[src/rtl/vga_timing.sv]
// -----------------------------------------------------------------------------
// vga_timing
//
// Free-running VGA raster timing generator for the pixel clock domain.
// Two counters (x, y) walk the full raster. Every output is a register
// loaded from the *next* counter values, so all outputs describe the same
// (x, y) in the same cycle and none of them is a combinational decode.
//
// Reset parks the raster on the last pixel of the frame (H_TOTAL-1,
// V_TOTAL-1). The first edge after release therefore lands on (0, 0) and
// raises frame_start.
//
// Optional feature macro: VGA_TESTPATTERN_EN
//   defined   : tp_r/tp_g/tp_b carry 8 vertical colour bars across the active
//               region. The bar index comes from a bar-width counter, not a
//               divider.
//   undefined : tp_r/tp_g/tp_b are tied to 0 and no bar logic exists.
//
// Ports
//   clk          pixel clock, rising edge
//   rst_n        asynchronous active-low reset
//   hsync        horizontal sync, active low
//   vsync        vertical sync, active low
//   h_display    x inside the visible part of the line
//   v_display    y inside the visible part of the frame
//   x, y         current pixel coordinates (10 bits each)
//   frame_start  one-cycle pulse at (0, 0)
//   tp_r/g/b     2-bit test-pattern colour codes
// -----------------------------------------------------------------------------
module vga_timing #(
  parameter int H_ACTIVE = 640,
  parameter int H_FP     = 16,
  parameter int H_SYNC   = 96,
  parameter int H_BP     = 48,
  parameter int V_ACTIVE = 480,
  parameter int V_FP     = 10,
  parameter int V_SYNC   = 2,
  parameter int V_BP     = 33
) (
  input  logic       clk,
  input  logic       rst_n,
  output logic       hsync,
  output logic       vsync,
  output logic       h_display,
  output logic       v_display,
  output logic [9:0] x,
  output logic [9:0] y,
  output logic       frame_start,
  output logic [1:0] tp_r,
  output logic [1:0] tp_g,
  output logic [1:0] tp_b
);

  localparam int H_TOTAL = H_ACTIVE + H_FP + H_SYNC + H_BP;
  localparam int V_TOTAL = V_ACTIVE + V_FP + V_SYNC + V_BP;

  // 10-bit copies of the decode thresholds so every compare is width-matched.
  localparam logic [9:0] H_LAST       = 10'(H_TOTAL - 1);
  localparam logic [9:0] V_LAST       = 10'(V_TOTAL - 1);
  localparam logic [9:0] H_ACT        = 10'(H_ACTIVE);
  localparam logic [9:0] V_ACT        = 10'(V_ACTIVE);
  localparam logic [9:0] H_SYNC_START = 10'(H_ACTIVE + H_FP);
  localparam logic [9:0] H_SYNC_END   = 10'(H_ACTIVE + H_FP + H_SYNC);
  localparam logic [9:0] V_SYNC_START = 10'(V_ACTIVE + V_FP);
  localparam logic [9:0] V_SYNC_END   = 10'(V_ACTIVE + V_FP + V_SYNC);

  logic [9:0] x_reg, x_next;
  logic [9:0] y_reg, y_next;
  logic       hsync_reg, hsync_next;
  logic       vsync_reg, vsync_next;
  logic       h_disp_reg, h_disp_next;
  logic       v_disp_reg, v_disp_next;
  logic       fs_reg, fs_next;

  // Next raster position: line wrap and frame wrap share the same edge.
  always_comb begin
    x_next = x_reg + 10'd1;
    y_next = y_reg;
    if (x_reg == H_LAST) begin
      x_next = '0;
      if (y_reg == V_LAST) begin
        y_next = '0;
      end else begin
        y_next = y_reg + 10'd1;
      end
    end
  end

  // Decodes of the next position; registered below so they line up with x/y.
  always_comb begin
    h_disp_next = (x_next < H_ACT);
    v_disp_next = (y_next < V_ACT);
    hsync_next  = !((x_next >= H_SYNC_START) && (x_next < H_SYNC_END));
    vsync_next  = !((y_next >= V_SYNC_START) && (y_next < V_SYNC_END));
    fs_next     = (x_next == '0) && (y_next == '0);
  end

  always_ff @(posedge clk or negedge rst_n) begin
    if (!rst_n) begin
      x_reg      <= H_LAST;
      y_reg      <= V_LAST;
      hsync_reg  <= 1'b1;
      vsync_reg  <= 1'b1;
      h_disp_reg <= 1'b0;
      v_disp_reg <= 1'b0;
      fs_reg     <= 1'b0;
    end else begin
      x_reg      <= x_next;
      y_reg      <= y_next;
      hsync_reg  <= hsync_next;
      vsync_reg  <= vsync_next;
      h_disp_reg <= h_disp_next;
      v_disp_reg <= v_disp_next;
      fs_reg     <= fs_next;
    end
  end

  assign x           = x_reg;
  assign y           = y_reg;
  assign hsync       = hsync_reg;
  assign vsync       = vsync_reg;
  assign h_display   = h_disp_reg;
  assign v_display   = v_disp_reg;
  assign frame_start = fs_reg;

`ifdef VGA_TESTPATTERN_EN
  localparam logic [9:0] BAR_LAST = 10'(H_ACTIVE / 8 - 1);

  logic [9:0] bar_cnt_reg, bar_cnt_next;
  logic [2:0] bar_idx_reg, bar_idx_next;
  logic [2:0] tp_bits_reg, tp_bits_next;

  // Bar counter tracks x: restarts with each line, steps the bar index every
  // BAR_LAST+1 pixels. Past the active region the index wraps but is masked.
  always_comb begin
    bar_cnt_next = bar_cnt_reg + 10'd1;
    bar_idx_next = bar_idx_reg;
    if (x_next == '0) begin
      bar_cnt_next = '0;
      bar_idx_next = '0;
    end else if (bar_cnt_reg == BAR_LAST) begin
      bar_cnt_next = '0;
      bar_idx_next = bar_idx_reg + 3'd1;
    end
    tp_bits_next = (h_disp_next && v_disp_next) ? bar_idx_next : 3'd0;
  end

  always_ff @(posedge clk or negedge rst_n) begin
    if (!rst_n) begin
      bar_cnt_reg <= '0;
      bar_idx_reg <= '0;
      tp_bits_reg <= '0;
    end else begin
      bar_cnt_reg <= bar_cnt_next;
      bar_idx_reg <= bar_idx_next;
      tp_bits_reg <= tp_bits_next;
    end
  end

  // Each colour channel is one index bit replicated to 2 bits.
  for (genvar gi = 0; gi < 2; gi++) begin : g_tp_bits
    assign tp_r[gi] = tp_bits_reg[2];
    assign tp_g[gi] = tp_bits_reg[1];
    assign tp_b[gi] = tp_bits_reg[0];
  end
`else
  assign tp_r = 2'b00;
  assign tp_g = 2'b00;
  assign tp_b = 2'b00;
`endif

endmodule

[config.mk]
export PLATFORM = sky130hd
export DESIGN_NAME = vga_timing
export DESIGN_NICKNAME = d
export VERILOG_FILES = /design/src/rtl/vga_timing.sv
export SDC_FILE = /design/constraint.sdc
export NUM_CORES = 1
export LEC_CHECK = 0
export BUFFER_PORTS_ARGS = -buffer_cell sky130_fd_sc_hd__buf_2
export CAP_MARGIN = 20
export CORE_MARGIN = 5
export CORE_UTILIZATION = 34
export CTS_CLUSTER_DIAMETER = 100
export CTS_CLUSTER_SIZE = 10
export DETAILED_ROUTE_END_ITERATION = 7
export PLACE_DENSITY = 0.57
export SLEW_MARGIN = 30
export SYNTH_ARGS = -nofsm -noshare
export SYNTH_HDL_FRONTEND = slang
export SYNTH_SLANG_ARGS = --single-unit
[constraint.sdc]
create_clock -name clk -period 3 [get_ports clk]
set_input_delay 0.6 -clock clk [delete_from_list [all_inputs] [get_ports clk]]
set_output_delay 0.6 -clock clk [all_outputs]
set_load 0.1 [all_outputs]
==> results of run 1 <==
[power breakdown]
part	internal, mW	switching [mW]
logic	0.000465	0.0388
registers	0.337	0
clock network	0.0950	0.104
total	0.433	0.143
[path summary, 6_finish.rpt]
| path | endpoint | slack (ns) |
|---|---|---|
| worst max-delay path | frame_start | 0.22 |
| worst min register to register | y[3] | 0.59 |
| worst max register to register | frame_start | 0.22 |
| min in group clk | y[3] | 0.59 |
| worst min-delay path | y[1] | 0.31 |
| max in group asynchronous | y[0] | 2.30 |
[layout make-up]
cell class | count | area (um2)
flip-flops and latches | 25 | 653
multi-input cells | 143 | 955
clock buffers | 4 | 45.0
repair buffers | 32 | 175
fillers | 523 | 3110
well taps | 70 | 87.6
inverters | 4 | 15.0
[cells in the mapped netlist (3+ instances only)]
master	instances
sky130_fd_sc_hd__ha_1	3
sky130_fd_sc_hd__and3_1	3
sky130_fd_sc_hd__nor2_1	16
sky130_fd_sc_hd__dfrtp_1	13
sky130_fd_sc_hd__clkbuf_1	3
sky130_fd_sc_hd__nand4_1	4
sky130_fd_sc_hd__nand2_1	17
sky130_fd_sc_hd__xor2_1	8
sky130_fd_sc_hd__and3_2	3
sky130_fd_sc_hd__nand3_1	14
sky130_fd_sc_hd__inv_1	4
sky130_fd_sc_hd__clkbuf_8	3
sky130_fd_sc_hd__a21oi_1	6
sky130_fd_sc_hd__dfstp_2	12
sky130_fd_sc_hd__a31oi_1	3
sky130_fd_sc_hd__xnor2_1	9
sky130_fd_sc_hd__o21ai_0	7
sky130_fd_sc_hd__buf_4	8
[stage by stage]
step / hold WS (ns) / area (um2)
floorplan: 0.304 / 1800
global placement: 0.587 / 1890
detailed placement: 0.585 / 1890
CTS: 0.328 / 1930
global route: 0.355 / 1930
finish: 0.308 / 1930
[kinds of logic (layout without fill, tap and decap cells)]
kind of cell / count (synthesis) / after routing / share of synthesized area (%)
simple gates: 83 / 83 / 28.3
compound gates: 31 / 31 / 11.6
flops: 25 / 25 / 36.5
buf+inv: 25 / 40 / 10.8
xor+xnor: 17 / 17 / 8.49
fa+ha+maj: 3 / 3 / 2.14
mux: 3 / 3 / 1.86
other cells: 1 / 6 / 0.214
[worst reg2reg max path, cell delays in order (launching register included)]
cell,delay (ns)
sky130_fd_sc_hd__dfstp_4,0.65
sky130_fd_sc_hd__ha_4,0.17
sky130_fd_sc_hd__nand4_4,0.12
sky130_fd_sc_hd__nor4_4,0.39
sky130_fd_sc_hd__and3_2,0.26
sky130_fd_sc_hd__mux2_2,0.33
sky130_fd_sc_hd__or4_4,0.50
sky130_fd_sc_hd__nor4b_4,0.27
[layer usage]
metal	GRT usage (%)	wire length [um]	up-vias
li1	-	-	686
met5	0	0	-
met2	18.7	1690	33
met4	2.99	35	0
met1	16.1	1740	646
met3	3.18	214	6
==> impl_metrics.ini, run 1 <==
[run_status]
run_status = finished, final reports clean

[clocking]
cts_post_setup_buffers_inserted = 0
cts.sinks = 25
path_clk_slew_ns = 0.09
hold_buffers = 0
clockBufferDepth = 2
clock_latency_on_the_worst_skew_pair_ns = 0.27
cts_tree = yes
ctsHtreeMaxLevel = 1
cts_root_buffer = sky130_fd_sc_hd__clkbuf_8
cts_inserted_buffers = 3
post_cts_resize_count = 0

[detailed_routing]
routed-via-count = 1371
antenna_violating_nets_left = 0
avgViaCountPerCell = 4.93
drc_violations_left = 0
postRouteWirelength_mm = 3.68
drt_pass1_iterations = 4
detailedRoute.firstIterationViolations = 55
post_drt_wl_per_cell_um = 13.2

[synth]
synthDominantAreaCellType = sky130_fd_sc_hd__dfrtp_1
synthesis.yosys.warnings = 0
netlist_area_um2 = 1750
synth-seq-area-share_pct = 36.5
yosys_register_bits = 25
synth-async-reset-ratio_pct = 100
synthFlopType = sky130_fd_sc_hd__dfrtp_1
post_synth_main_area_contributors = sky130_fd_sc_hd__dfrtp_1, sky130_fd_sc_hd__dfstp_2, sky130_fd_sc_hd__xnor2_1
area_share_of_the_largest_cell_type_after_synthesis_pct = 18.6
post_synth_num_cell_types = 55
syn-mean-instance-area_um2 = 9.32
synthesis.instances = 188
synth_enable_flop_cells = 0

[sta]
slew_headroom_pct = 49.8
setup-violations-final = 0
finalHoldViolCount = 0
period_minus_slack_ns = 2.78
worst_slew_pin_slew_ns = 0.744
tns_ns = 0
timing.clock.skew_ns = 0.00392
slew_violations = 0
max_freq_mhz = 360
min_period_over_period_pct = 92.5
final_setup_margin_ns = 0.224
setup_repair_after_global_routing_missed_its_margin = no

[setup_path]
worstPathRequired_ns = 3.18
path_cells = ha_4 -> nand4_4 -> nor4_4 -> and3_2 -> mux2_2 -> or4_4 -> nor4b_4
worstPathMaxFanout = 5
critical-path-slowest-cell = sky130_fd_sc_hd__dfstp_4
path_class = register to register
cp.depth = 7
critical_path.startpoint = x[0]
timing.critical_path.max_delay_family = simple AND/OR/NAND/NOR gates
ff2ff_path_depth = 7
rr_startpoint = x[0]
cp_num_buf_inv = 0
worst-endpoint-arrival_ns = 2.96
critical-path-max-stage-delay_ns = 0.65
critPathLaunchType = register
critPathCaptureType = register

[die]
core.rowCount = 26
die_height_um = 81.8
area_enclosed_by_the_die_boundary_um2 = 6690
core_region_um2 = 5040
start_util_pct = 34.8
top_level_ports = 33
die_x_um = 81.8

[final_layout]
diodes = 0
num-nets-final = 214
synthToLayoutAreaGrowth_pct = 10.1
postLayoutCoreUtil_pct = 38.3
layout_common_cells = sky130_fd_sc_hd__buf_2, sky130_fd_sc_hd__nand2_1, sky130_fd_sc_hd__nor2_1
finish.cell_count_without_fillers = 278
final_layout_size_suffix_gt1_share_pct = 30.3
layout.cells.most_common = sky130_fd_sc_hd__buf_2

[grt]
grt_remaining_overflow = 0
grt_max_degree = 26
grt_antenna_before_repair = 0
globalRouteTotalUtil_pct = 11.9
grt_first_pass_wirelength_mm = 6.20
vias_in_the_first_global_route = 1269

[power]
power.density_cell_area_nw_per_um2 = 298
vdd.ir_drop.worst_mv = 0.198
totalPowerFinal_uw = 576
cellLeakagePower_nw = 0.813

[placement]
place_inst = 274
dpl.hpwl_mm = 2.84
dp_worst_setup_slack_ns = 0.240
portbufs = 26
gpl_congestion = 0.833

[run]
max_capacitance_violation_total = 0

[worst_hold_path]
worstHoldPathType = input pin to async pin
Power figures use the tool's default switching activity.
==> inputs of run 2 (changes only) <==
--- a/config.mk
+++ b/config.mk
@@ -12,7 +12,7 @@
 export CTS_CLUSTER_DIAMETER = 100
 export CTS_CLUSTER_SIZE = 10
 export DETAILED_ROUTE_END_ITERATION = 7
-export PLACE_DENSITY = 0.57
+export PLACE_DENSITY_LB_ADDON = 0.08
 export SLEW_MARGIN = 30
 export SYNTH_ARGS = -nofsm -noshare
 export SYNTH_HDL_FRONTEND = slang
==> run 2 against run 1 <==
Count of clock-buffer cells in the layout unchanged. Cell count is 0.72% lower. Hold slack got worse by 0.00061 ns. Critical path depth fell by 1. Critical path type unchanged. Largest cell class unchanged.
==> impl_metrics.ini, run 2 (same netlist as run 1, synthesis figures left out) <==
[setup_path]
ff2ff_path_depth = 6
worstPathMaxFanout = 14
critPathLaunchType = register
regToRegEndpoint = frame_start
rr_startpoint = x[8]
reg2reg_slack_ns = 0.23
worst-endpoint-arrival_ns = 2.96
critPathCaptureType = register
worstPathRequired_ns = 3.19
path_class = register to register

[final_layout]
final_layout_size_suffix_gt1_share_pct = 29.6
num-nets-final = 212
diodes = 0
layout.cells.most_common = sky130_fd_sc_hd__buf_2
synthToLayoutAreaGrowth_pct = 9.28
layout_common_cells = sky130_fd_sc_hd__buf_2, sky130_fd_sc_hd__nand2_1, sky130_fd_sc_hd__nor2_1
postLayoutCellArea_um2 = 1920
filler_cells = 558

[sta]
slew_headroom_pct = 50.1
final_setup_margin_ns = 0.230
holdWs_ns = 0.307
worst_slew_pin_slew_ns = 0.739
setup-violations-final = 0
min_period_over_period_pct = 92.3
period_minus_slack_ns = 2.77
tns_ns = 0
slew_violations = 0
max_freq_mhz = 361
setup_repair_after_global_routing_missed_its_margin = no
finalHoldViolCount = 0
timing.clock.skew_ns = 0.00202

[detailed_routing]
drt_pass1_iterations = 4
routed-via-count = 1402
drc_violations_left = 0
avgViaCountPerCell = 5.08
antenna_violating_nets_left = 0
postRouteWirelength_mm = 3.99
post_drt_wl_per_cell_um = 14.5
detailedRoute.firstIterationViolations = 48

[die]
core_region_um2 = 5040
top_level_ports = 33
die_height_um = 81.8
core.rowCount = 26
die_x_um = 81.8
area_enclosed_by_the_die_boundary_um2 = 6690
start_util_pct = 34.8

[placement]
dpl.hpwl_mm = 3.02
portbufs = 26
dp_worst_setup_slack_ns = 0.115
dpl-instance-area_um2 = 1870
gpl_congestion = 0.840

[clocking]
path_clk_slew_ns = 0.09
cts_post_setup_buffers_inserted = 0
clockBufferDepth = 2
post_cts_resize_count = 0
hold_buffers = 0
clock_latency_on_the_worst_skew_pair_ns = 0.27
ctsHtreeMaxLevel = 1
cts.sinks = 25
cts_root_buffer = sky130_fd_sc_hd__clkbuf_8
cts_inserted_buffers = 3
cts_tree = yes

[power]
cellLeakagePower_nw = 0.804
totalPowerFinal_uw = 582
vdd.ir_drop.worst_mv = 0.118
power.density_cell_area_nw_per_um2 = 304

[grt]
grt_first_pass_wirelength_mm = 6.76
grt_max_degree = 26
grt_remaining_overflow = 0
grt_antenna_before_repair = 0
vias_in_the_first_global_route = 1321
globalRouteTotalUtil_pct = 13.0

[run]
max_capacitance_violation_total = 0

[worst_hold_path]
worstHoldPathType = input pin to async pin

[run_status]
run_status = finished, final reports clean
## run 2: cell count changes in the layout (fill, tap and decap cells not counted), sizes merged
cell	before	now
buf	32	30
## run 2: power breakdown
| group | switching [mW] | leakage (nW) | internal, mW |
|---|---|---|---|
| Sequential | 0 | 0.291 | 0.337 |
| Clock | 0.110 | 0.0228 | 0.0952 |
| Combinational | 0.0390 | 0.490 | 0.000465 |
## run 2: area by class of cell
class,count,area [um2],area share [%]
sequential,25,653,34.1
clock buffer,4,45.0,2.35
tap,70,87.6,4.57
multi-input combinational,143,955,49.8
timing repair buffer,30,160,8.36
inverter,4,15.0,0.784
## run 2: how the worst max path moves through the flow
| stage | start | end | slack, ns |
|---|---|---|---|
| 2_1_floorplan | y[1] | frame_start | 0.03 |
| 3_3_place_gp | x[0] | frame_start | 0.20 |
| 3_5_place_dp | x[0] | frame_start | 0.12 |
| 4_1_cts | x[0] | frame_start | 0.09 |
| 5_1_grt | x[8] | frame_start | 0.08 |
| 6_report | x[8] | frame_start | 0.23 |
## run 2: per-layer routing
| layer | share of wire, % | track usage [%] | vias to the layer above |
|---|---|---|---|
| met2 | 45 | 20.0 | 27 |
| met5 | 0 | 0 | - |
| met4 | 1.2 | 3.99 | 0 |
| met3 | 4.1 | 2.52 | 5 |
| li1 | - | - | 689 |
| met1 | 49 | 18.2 | 681 |
## run 2: metrics by stage
stage / std cells / utilization, %
2_1_floorplan: 193 / -
3_3_place_gp: 272 / 37.1
3_5_place_dp: 272 / 37.1
4_1_cts: 276 / 38.0
5_1_grt: 276 / 38.0
6_report: 276 / 38.0
## run 2: worst max-delay path, stage by stage, from the launching register on
cell	delay, ns
sky130_fd_sc_hd__dfstp_2	0.68
sky130_fd_sc_hd__nand3b_2	0.21
sky130_fd_sc_hd__nor4_4	0.42
sky130_fd_sc_hd__and3_2	0.26
sky130_fd_sc_hd__mux2_2	0.33
sky130_fd_sc_hd__or4_4	0.50
sky130_fd_sc_hd__nor4b_4	0.27
==> inputs of run 3 (changes only) <==
==> constraint.sdc (replaced) <==
create_clock -name clk -period 2.23 [get_ports clk]
set_input_delay 0.446 -clock clk [delete_from_list [all_inputs] [get_ports clk]]
set_output_delay 0.446 -clock clk [all_outputs]
set_load 0.1 [all_outputs]
==> run 3 against run 2 <==
The run now ends with negative setup slack left. Critical path depth increased by 1. Sequential power increased by 34%. Global-route usage increased by 1.5 points. Clock skew increased by 0.0066 ns. Worst setup slack got worse by 0.38 ns. Sequential share of layout area decreased by 4.1 points.
==> impl_metrics.ini, run 3 (same netlist as run 1, synthesis figures left out) <==
[clocking]
hold_buffers = 0
cts.sinks = 25
clockBufferDepth = 2
cts_root_buffer = sky130_fd_sc_hd__clkbuf_8
ctsHtreeMaxLevel = 1
cts_inserted_buffers = 3
cts_tree = yes
clock_latency_on_the_worst_skew_pair_ns = 0.27
path_clk_slew_ns = 0.10

[setup_path]
critPathLaunchType = register
critPathCaptureType = register
worst-endpoint-arrival_ns = 2.57
rr_startpoint = x[1]
critical_path.startpoint = x[1]
critical-path-max-stage-delay_ns = 0.64
path_class = register to register
worstPathRequired_ns = 2.42
critical-path-slowest-cell = sky130_fd_sc_hd__dfstp_4
path_cells = ha_4 -> nand4_4 -> nor4_4 -> and3_4 -> mux2_4 -> or4_4 -> nor4b_4
worstPathMaxFanout = 4

[sta]
slew_violations = 0
timing.clock.skew_ns = 0.00864
finalHoldViolCount = 0
setup-violations-final = 1
slew_headroom_pct = 60.3
max_freq_mhz = 420
period_minus_slack_ns = 2.38
worst_slew_pin_slew_ns = 0.595
min_period_over_period_pct = 107
final_setup_margin_ns = -0.151
setup_repair_after_global_routing_missed_its_margin = yes
tns_ns = -0.151
holdWs_ns = 0.163

[detailed_routing]
avgViaCountPerCell = 4.92
drc_violations_left = 0
antenna_violating_nets_left = 0
detailedRoute.firstIterationViolations = 54
routed-via-count = 1539
drt_pass1_iterations = 6
postRouteWirelength_mm = 4.47
post_drt_wl_per_cell_um = 14.3

[die]
area_enclosed_by_the_die_boundary_um2 = 6690
core.rowCount = 26
start_util_pct = 34.8
die_height_um = 81.8
core_region_um2 = 5040
top_level_ports = 33
die_x_um = 81.8

[placement]
dpl.hpwl_mm = 3.50
dpl-instance-area_um2 = 2180
dp_worst_setup_slack_ns = -0.133
place_inst = 306
gpl_congestion = 0.849
portbufs = 26

[final_layout]
layout.cells.most_common = sky130_fd_sc_hd__buf_4
postLayoutCoreUtil_pct = 45.0
layout_common_cells = sky130_fd_sc_hd__buf_4, sky130_fd_sc_hd__buf_2, sky130_fd_sc_hd__nand2_1
num-nets-final = 249
postLayoutCellArea_um2 = 2270
diodes = 0
finish.cell_count_without_fillers = 313
final_layout_size_suffix_gt1_share_pct = 44.0
synthToLayoutAreaGrowth_pct = 29.6

[power]
combinational_cell_fraction_of_total_power_pct = 6.8
totalPowerFinal_uw = 790
power.density_cell_area_nw_per_um2 = 348
switchingPower_uw = 210
p_sw_share_pct = 26.5
p_clk_share_pct = 35.9
cellLeakagePower_nw = 1.06
power.sequential.fraction_pct = 57.3
p_int_uw = 580
vdd.ir_drop.worst_mv = 0.174

[run_status]
run_status = finished with violations
failed_checks = negative setup slack

[grt]
vias_in_the_first_global_route = 1560
grt_first_pass_wirelength_mm = 7.42
globalRouteTotalUtil_pct = 14.5
grt_remaining_overflow = 0
grt_max_degree = 26
grt_antenna_before_repair = 0

[worst_hold_path]
worstHoldPathType = input pin to async pin

[run]
max_capacitance_violation_total = 0
run 3: cell types whose count changed in the layout (fill, tap and decap cells not counted), moves of 5 or more:
cell,change
sky130_fd_sc_hd__buf_4,+37
sky130_fd_sc_hd__dfstp_2,-6
sky130_fd_sc_hd__dfstp_4,+6
sky130_fd_sc_hd__dfrtp_2,+5
sky130_fd_sc_hd__dfrtp_1,-5
run 3: area by class of cell:
| class | count | area, um2 |
|---|---|---|
| Clock inverter | 1 | 7.51 |
| Sequential cell | 25 | 682 |
| Fill cell | 511 | 2770 |
| Timing Repair Buffer | 67 | 438 |
| Inverter | 4 | 15.0 |
| Tap cell | 70 | 87.6 |
| Clock buffer | 3 | 41.3 |
| Multi-Input combinational cell | 143 | 1000 |
run 3: worst paths after layout:
kind	to	slack (ns)	depth (start not counted)
min in group clk	y[1]	0.60	2
hold reg to reg	y[1]	0.60	2
max in group asynchronous	y[4]	1.63	1
setup reg to reg	frame_start	-0.15	7
setup / recovery	frame_start	-0.15	7
hold / removal	x[6]	0.16	1
run 3: layer usage:
layer,share of wire [%],GRT usage [%],vias to the layer above
li1,-,-,763
met1,43,17.6,747
met2,51,26.0,25
met3,5.3,1.97,4
met4,0.99,4.65,0
met5,0,0,-
run 3: worst max-delay path, delay by kind of cell, from the launching register on:
family,cells,cell delay (ns)
AND/OR/NAND/NOR,5,1.19
multiplexers,1,0.29
flip-flops,1,0.64
adder cells (fa/ha/maj),1,0.16
run 3: power groups by stage:
stage	combinational [mW]	sequential, mW	clock [mW]
after floorplan	0.0519	0.461	0
after CTS	0.0542	0.453	0.305
after global routing	0.0568	0.453	0.319
after global placement	0.0540	0.461	0
after detailed placement	0.0542	0.461	0
final	0.0537	0.453	0.283
run 3: what timing repair did:
item                                    CTS  global route
hold endpoints to repair                  0             0
endpoints found under the setup margin    1             3
setup buffers                             1             2
cloned                                    0             0
resized for setup                         0             4
pin swaps                                 0             1
